[src/rtl/ram_arb_pkg.sv]
// Shared types and constants for the two-port RAM arbiter.
// Request struct widths match the arbiter's default ADDR_WIDTH/DATA_WIDTH.
package ram_arb_pkg;

  localparam int NUM_PORTS  = 2;
  localparam int REQ_ADDR_W = 15;
  localparam int REQ_DATA_W = 32;
  localparam int REQ_BE_W   = REQ_DATA_W / 8;

  typedef logic port_idx_t;

  typedef struct packed {
    logic [REQ_ADDR_W-1:0] addr;
    logic                  we;
    logic [REQ_BE_W-1:0]   be;
    logic [REQ_DATA_W-1:0] wdata;
  } ram_req_t;

endpackage

[src/rtl/rr_arb2.sv]
// Two-requester arbiter: round-robin when RAM_PORT_ARB_RR_EN is defined,
// otherwise fixed priority with port 1 winning every conflict.
module rr_arb2
  import ram_arb_pkg::*;
(
`ifdef RAM_PORT_ARB_RR_EN
  input  logic                 clk,
  input  logic                 rst_n,
`endif
  input  logic [NUM_PORTS-1:0] req,
  output logic [NUM_PORTS-1:0] gnt,
  output logic                 ptr_upd
);

  assign ptr_upd = |req;

`ifdef RAM_PORT_ARB_RR_EN
  port_idx_t ptr_q;

  // ptr_q holds the last-granted port; a conflict goes to the other one
  always_comb begin
    gnt = req;
    if (req == 2'b11) begin
      gnt = (ptr_q == 1'b0) ? 2'b10 : 2'b01;
    end
  end

  always_ff @(posedge clk) begin
    if (!rst_n) begin
      ptr_q <= 1'b0;
    end else if (ptr_upd) begin
      ptr_q <= gnt[1];
    end
  end
`else
  always_comb begin
    gnt = req;
    if (req[1]) begin
      gnt = 2'b10;
    end
  end
`endif

endmodule

[src/rtl/ram_port_arb.sv]
// Two-port front end for a single-port RAM: same-cycle grant, one-cycle response.
// Define RAM_PORT_ARB_RR_EN for round-robin arbitration (default: port 1 priority).
module ram_port_arb
  import ram_arb_pkg::*;
#(
  parameter int ADDR_WIDTH = 15,
  parameter int DATA_WIDTH = 32
) (
  input  logic                    clk,
  input  logic                    rst_n,

  input  logic                    p0_req_i,
  output logic                    p0_gnt_o,
  input  logic [ADDR_WIDTH-1:0]   p0_addr_i,
  input  logic                    p0_we_i,
  input  logic [DATA_WIDTH/8-1:0] p0_be_i,
  input  logic [DATA_WIDTH-1:0]   p0_wdata_i,
  output logic                    p0_rvalid_o,
  output logic [DATA_WIDTH-1:0]   p0_rdata_o,

  input  logic                    p1_req_i,
  output logic                    p1_gnt_o,
  input  logic [ADDR_WIDTH-1:0]   p1_addr_i,
  input  logic                    p1_we_i,
  input  logic [DATA_WIDTH/8-1:0] p1_be_i,
  input  logic [DATA_WIDTH-1:0]   p1_wdata_i,
  output logic                    p1_rvalid_o,
  output logic [DATA_WIDTH-1:0]   p1_rdata_o,

  output logic                    ram_en_o,
  output logic [ADDR_WIDTH-1:0]   ram_addr_o,
  output logic                    ram_we_o,
  output logic [DATA_WIDTH/8-1:0] ram_be_o,
  output logic [DATA_WIDTH-1:0]   ram_wdata_o,
  input  logic [DATA_WIDTH-1:0]   ram_rdata_i
);

  logic [NUM_PORTS-1:0] gnt;
  logic                 ptr_upd;
  ram_req_t             req0, req1, sel;
  logic                 pend_q;
  port_idx_t            idx_q;

  rr_arb2 u_arb (
`ifdef RAM_PORT_ARB_RR_EN
    .clk     (clk),
    .rst_n   (rst_n),
`endif
    .req     ({p1_req_i, p0_req_i}),
    .gnt     (gnt),
    .ptr_upd (ptr_upd)
  );

  assign p0_gnt_o = gnt[0];
  assign p1_gnt_o = gnt[1];
  assign ram_en_o = |gnt;

  always_comb begin
    req0 = '{addr: REQ_ADDR_W'(p0_addr_i), we: p0_we_i,
             be: REQ_BE_W'(p0_be_i), wdata: REQ_DATA_W'(p0_wdata_i)};
    req1 = '{addr: REQ_ADDR_W'(p1_addr_i), we: p1_we_i,
             be: REQ_BE_W'(p1_be_i), wdata: REQ_DATA_W'(p1_wdata_i)};
    sel  = '0;
    if (gnt[1]) begin
      sel = req1;
    end else if (gnt[0]) begin
      sel = req0;
    end
  end

  assign ram_addr_o  = ADDR_WIDTH'(sel.addr);
  assign ram_we_o    = sel.we;
  assign ram_be_o    = (DATA_WIDTH/8)'(sel.be);
  assign ram_wdata_o = DATA_WIDTH'(sel.wdata);

  // Grants keep flowing during reset, but their responses must never surface
  always_ff @(posedge clk) begin
    if (!rst_n) begin
      pend_q <= 1'b0;
      idx_q  <= 1'b0;
    end else begin
      pend_q <= ptr_upd;
      idx_q  <= gnt[1];
    end
  end

  assign p0_rvalid_o = rst_n & pend_q & (idx_q == 1'b0);
  assign p1_rvalid_o = rst_n & pend_q & (idx_q == 1'b1);
  assign p0_rdata_o  = p0_rvalid_o ? ram_rdata_i : '0;
  assign p1_rdata_o  = p1_rvalid_o ? ram_rdata_i : '0;

endmodule

[config.mk]
export PLATFORM = sky130hd
export DESIGN_NAME = ram_port_arb
export DESIGN_NICKNAME = d
export VERILOG_FILES = /design/src/rtl/ram_arb_pkg.sv /design/src/rtl/rr_arb2.sv /design/src/rtl/ram_port_arb.sv
export SDC_FILE = /design/constraint.sdc
export NUM_CORES = 1
export LEC_CHECK = 0
export CELL_PAD_IN_SITES_DETAIL_PLACEMENT = 1
export CELL_PAD_IN_SITES_GLOBAL_PLACEMENT = 1
export CORE_MARGIN = 1.5
export CORE_UTILIZATION = 10
export CTS_BUF_LIST = sky130_fd_sc_hd__clkbuf_4 sky130_fd_sc_hd__clkbuf_8
export DETAILED_ROUTE_END_ITERATION = 10
export PLACE_DENSITY = 0.95
export SLEW_MARGIN = 20
export SYNTH_ARGS = -nofsm -noshare
export SYNTH_HDL_FRONTEND = slang
export SYNTH_SLANG_ARGS = --single-unit
[constraint.sdc]
create_clock -name clk -period 1.4 [get_ports clk]
set_input_delay 0.35 -clock clk [delete_from_list [all_inputs] [get_ports clk]]
set_output_delay 0.35 -clock clk [all_outputs]
set_load 0.02 [all_outputs]
# [Word-level counts from Yosys, hierarchy flattened]
# Cells that the tools add are included.
# Widths: inputs -> output; s select.
[op_classes] muxes=5 n_bitwise=4 reduce_logical=2
[op_table] cell="$mux 52" n=2
[op_table] cell="$mux 32" n=2
[op_table] cell="$reduce_or 2->1" n=2
[op_table] cell="$and 1x1->1" n=3
[op_table] cell="$mux 2" n=1
[op_table] cell="$not 1->1" n=1
[totals] reg_bits=2 out_inout_bits=121 wordCells=13

# [Logic depth before layout (Yosys ltp)]
[logic_depth] depth_word=3 depth_mapped=4

# [Modules after synthesis]
# Synthesis repeated with hierarchy kept, for this count alone.
[hier_totals] cells_unflattened=147 hier_area_um2=1191.1
[by_module_without_submodules] module="ram_port_arb" instances=1 cells_per_inst=144 area_each_um2=1168.6 seq_area_each_um2=40.0
[by_module_without_submodules] module="rr_arb2" instances=1 cells_per_inst=3 area_each_um2=22.5 seq_area_each_um2=0.0

# [Worst setup path after synthesis]
# No wires, ideal clock.
[synth_timing] path_type="input port to output port" startpoint="input port p0_req_i" endpoint="output port ram_addr_o[0]" arrival_time_ns=1.196 slack_ns=-0.146 cell_stages=4 path_buffers=2 path_cell_list="buf_2 > buf_2 > nand2_1 > o21ai_0"
[synth_between] elab_chain_len=3
[synth_rtl] element="from (decl)" line="ram_port_arb.sv:12" rtl="input logic p0_req_i,"
[synth_rtl] element="$mux 2" line="rr_arb2.sv:38" rtl="if (req[1]) begin"
[synth_rtl] element="$mux 52" line="ram_port_arb.sv:66" rtl="end else if (gnt[0]) begin"
[synth_rtl] element="$mux 52" line="ram_port_arb.sv:64" rtl="if (gnt[1]) begin"
[synth_rtl] element="to (decl)" line="ram_port_arb.sv:31" rtl="output logic [ADDR_WIDTH-1:0] ram_addr_o,"
# Every way passes these cells.

# [Final worst setup path]
[layout_timing] startpoint="register idx_q" endpoint="output port p0_rdata_o[21]"
[layout_between] elab_chain_len=3
[layout_rtl] element="from (decl)" line="ram_port_arb.sv:42" rtl="port_idx_t idx_q;"
[layout_rtl] element="from (signal assigned)" line="ram_port_arb.sv:83" rtl="idx_q <= gnt[1];"
[layout_rtl] element="$not 1->1" line="ram_port_arb.sv:87" rtl="assign p0_rvalid_o = rst_n & pend_q & (idx_q == 1'b0);"
[layout_rtl] element="$and 1x1->1" line="ram_port_arb.sv:87"
[layout_rtl] element="$mux 32" line="ram_port_arb.sv:89" rtl="assign p0_rdata_o = p0_rvalid_o ? ram_rdata_i : '0;"
[layout_rtl] element="to (decl)" line="ram_port_arb.sv:19" rtl="output logic [DATA_WIDTH-1:0] p0_rdata_o,"
# Every way passes these cells.

==> summary.md <==
| Metric | Value |
|---|---|
| Adder-cell share of the synthesized area | 0% |
| Status | finished, violations left |
| Worst path depth | 5 |
| Critical path type | reg2out |
| Setup TNS | -13.83 ns |
| Crit path capture | p0_rdata_o[21] |
| Period utilisation layout | 119.3% |
| Hold_ws | 0.4015 ns |
| Largest family of logic cells by synthesized area | simple AND/OR/NAND/NOR gates |
| Top-area cell type share of the netlist area | 31.99% |
| Comb pwr share | 83.2% |
| DR vias | 2848 |
| Start point of the critical path | idx_q$_SDFF_PN0_ |
| Initial DRC Count | 68 |
| Layout cells sized above 1 | 50.57% |
| VDD IR max | 0.0001769 V |
| Sequential share of power | 3.8% |
| WP data arrival | 1.32 ns |
| Sequential-to-total area share from yosys stat | 3.150% |
| Worst-path fanout max | 8 |
| Hold Buf Count CTS | 0 |
| WL/cell | 16.05 um |
| Crit-path slowest cell | dfxtp_2 |
| Ranking of synthesized cells by area | and2_1 32%, nand2_1 30%, o21ai_0 20% |
| Overall power | 1678 uW |
| Final setup viols | 73 |
| Power Density | 349.0 mW/mm^2 |
| Synthesis Warnings | 0 |
| Mux cell area share after synthesis | 0% |
| CP endpoint kind | output port |
| GRT Total Usage | 12.93% |
| Yosys reg bits | 2 |
| Cell variety after synth | 15 |
| TritonCTS clock tree | built |
| Failing checks | negative setup slack |
| Pint | 1008 uW |
| Reg clk slew, reported paths | 0.03 ns |
| Gr ovfl total | 0 |
| Port Buffers | 260 |
| Sink Count | 2 |
| Core Area | 0.01252 sq mm |
| Hold Vio Cnt, Final | 0 |
| Placed Cells | 678 |
| Sequential cell area | 42.54 sq um |
| Min Tclk post-route | 1.670 ns |
| Syn Inst Count | 250 |
| Initial antenna violation count | 1 |
| Slew HR | 89.61% |
| Layout filler cell count | 1545 |
| Cell family with most CP delay | buffers and inverters |
| CP Cell Sequence | and3b_2 > buf_12 > clkbuf_16 > and2_4 > buf_6 |
| Detailed Route WL | 11250 um |
| Max Clk Rate | 0.5987 GHz |
| DRC Markers | 0 |
| Simple-Gate Fraction of Synth Area | 65.16% |
| Worst-Margin Slew | 0.1558 ns |
| Non-filler cells, final | 701 |
| Hpwl dp | 7744 um |
| Slew Limit Fails | 0 |
| RePlAce Congestion | 0.7053 |
| Compound-Gate Fraction of Synth Area | 20.77% |
| Area occupied by multi-input gates | 0.001393 sq mm |
| Full die area | 0.01340 sq mm |
| Worst path max stage delay | 0.31 ns |
| Critical path buffers and inverters | 3 |
| Die height | 115.8 um |
| ANT nets after route | 0 |
| Final worst slack | -0.2702 ns |
| Die width | 115.8 um |
| CP required | 1.05 ns |
| Clock power share | 13.0% |
| Post-synth top area cell | and2_1 |
| Clock buffer count from CTS | 3 |
| Avg Cell Area, Syn | 5.085 sq um |
| I/O pin count | 261 |
| Number of global-route vias before repair | 2684 |
| Post-synth net total | 390 |
| Cell area after synthesis | 0.001271 sq mm |
| Kind of start point of the critical path | register |
| Leakage | 0.002383 uW |
| Pre-antenna DRT Iters | 4 |
| Switch Pwr | 670.4 uW |
| NumNets Final | 670 |
| Initial Utilization | 10.16% |
| Clock root cell | clkbuf_8 |
| Sw frac | 39.94% |
| Min-Delay Path Class | in2reg |
| Max Cap Viol | 0 |
| Unrepaired setup endpoints after global routing | yes |
| Post-Synth XOR/XNOR Area | 0% |
| Clock buffer depth | 2 |
| Vias per cell | 4.063 |
| Area Growth Syn to Fin | 278.3% |
| H-tree levels | 1 |
| First-pass GRT wire length | 13770 um |
| Largest net degree at the start of global routing | 34 |
| Std cell rows | 41 |
layout make-up:
class	count	share of cell area, %
diodes	1	0.05203
clock buffers	3	0.8585
multi-input cells	224	28.95
flip-flops and latches	2	0.8845
well taps	172	4.475
repair buffers	299	64.78
layer usage:
layer | GRT usage, % | up-vias | share of wire (%)
met2 | 25.96 | 153 | 56
met5 | 0 | - | 0
met4 | 0.9756 | 0 | 0.43
met3 | 3.033 | 4 | 8.1
met1 | 14.22 | 1335 | 36
li1 | - | 1356 | -
per-stage QoR:
stage,setup WS (ns),cell area (sq um),utilization [%]
floorplan,0.004478,1274,-
global placement,-0.9513,4183,33.42
detailed placement,-0.9648,4183,33.42
CTS,-0.2548,4184,33.43
global route,-0.2955,4810,38.42
finish,-0.2702,4810,38.42
how the worst min path moves through the flow:
stage,end,cells after the start,slack (ns),start
floorplan,idx_q$_SDFF_PN0_,1,0.48,rst_n
global route,idx_q$_SDFF_PN0_,2,0.41,rst_n
finish,idx_q$_SDFF_PN0_,2,0.40,rst_n
detailed placement,idx_q$_SDFF_PN0_,3,0.96,p1_req_i
CTS,pend_q$_SDFF_PN0_,2,0.40,rst_n
global placement,idx_q$_SDFF_PN0_,3,0.96,p1_req_i
placed cells by master, fill, tap and decap left out:
| cell type | count |
|---|---|
| o21ai_4 | 3 |
| buf_12 | 12 |
| buf_6 | 79 |
| buf_2 | 2 |
| buf_4 | 57 |
| and3_4 | 1 |
| o21ai_1 | 32 |
| o21ai_2 | 16 |
| buf_16 | 5 |
| clkbuf_16 | 7 |
| a22o_1 | 1 |
| or2_4 | 1 |
| and3b_2 | 1 |
| nor2b_4 | 1 |
| clkdlybuf4s50_1 | 31 |
| clkbuf_2 | 1 |
| dlygate4sd2_1 | 105 |
| clkbuf_8 | 3 |
| dfxtp_2 | 2 |
| nand2_1 | 83 |
| nand2_2 | 18 |
| diode_2 | 1 |
| and2_1 | 9 |
| nand2_4 | 1 |
| and2_4 | 57 |
kinds of logic after synthesis:
family	count (synthesis)
buffers and inverters	24
and+or+nand+nor	172
AOI/OAI and AO/OA	52
DFF	2
flip-flops by register name (all words and copies together) (netlist names):
register / cells
idx_q: 1
pend_q: 1
synth_stat cells, drive strengths merged:
cell and number:
a22o 1, and2 66, and3 1, and3b 1
buf 15, clkbuf 9, dfxtp 2, nand2 102
nor2b 1, o21ai 51, or2 1
repair_timing:
| action | in CTS | in global routing |
|---|---|---|
| pin swaps | 113 | 51 |
| setup endpoints to repair | 121 | 90 |
| gates resized for setup | 783 | 130 |
| cloned | 4 | 8 |
| buffers inserted | 3 | 4 |
power groups by stage:
stage / clock network (uW) / logic (uW) / registers [uW]
after floorplan: 0 / 452 / 62.5
after global placement: 0 / 1250 / 63.1
after detailed placement: 0 / 1270 / 63.0
after CTS: 223 / 1250 / 62.6
after global routing: 230 / 1480 / 63.8
final: 219 / 1400 / 63.5
Note: power is estimated with default switching activity, not from simulation.
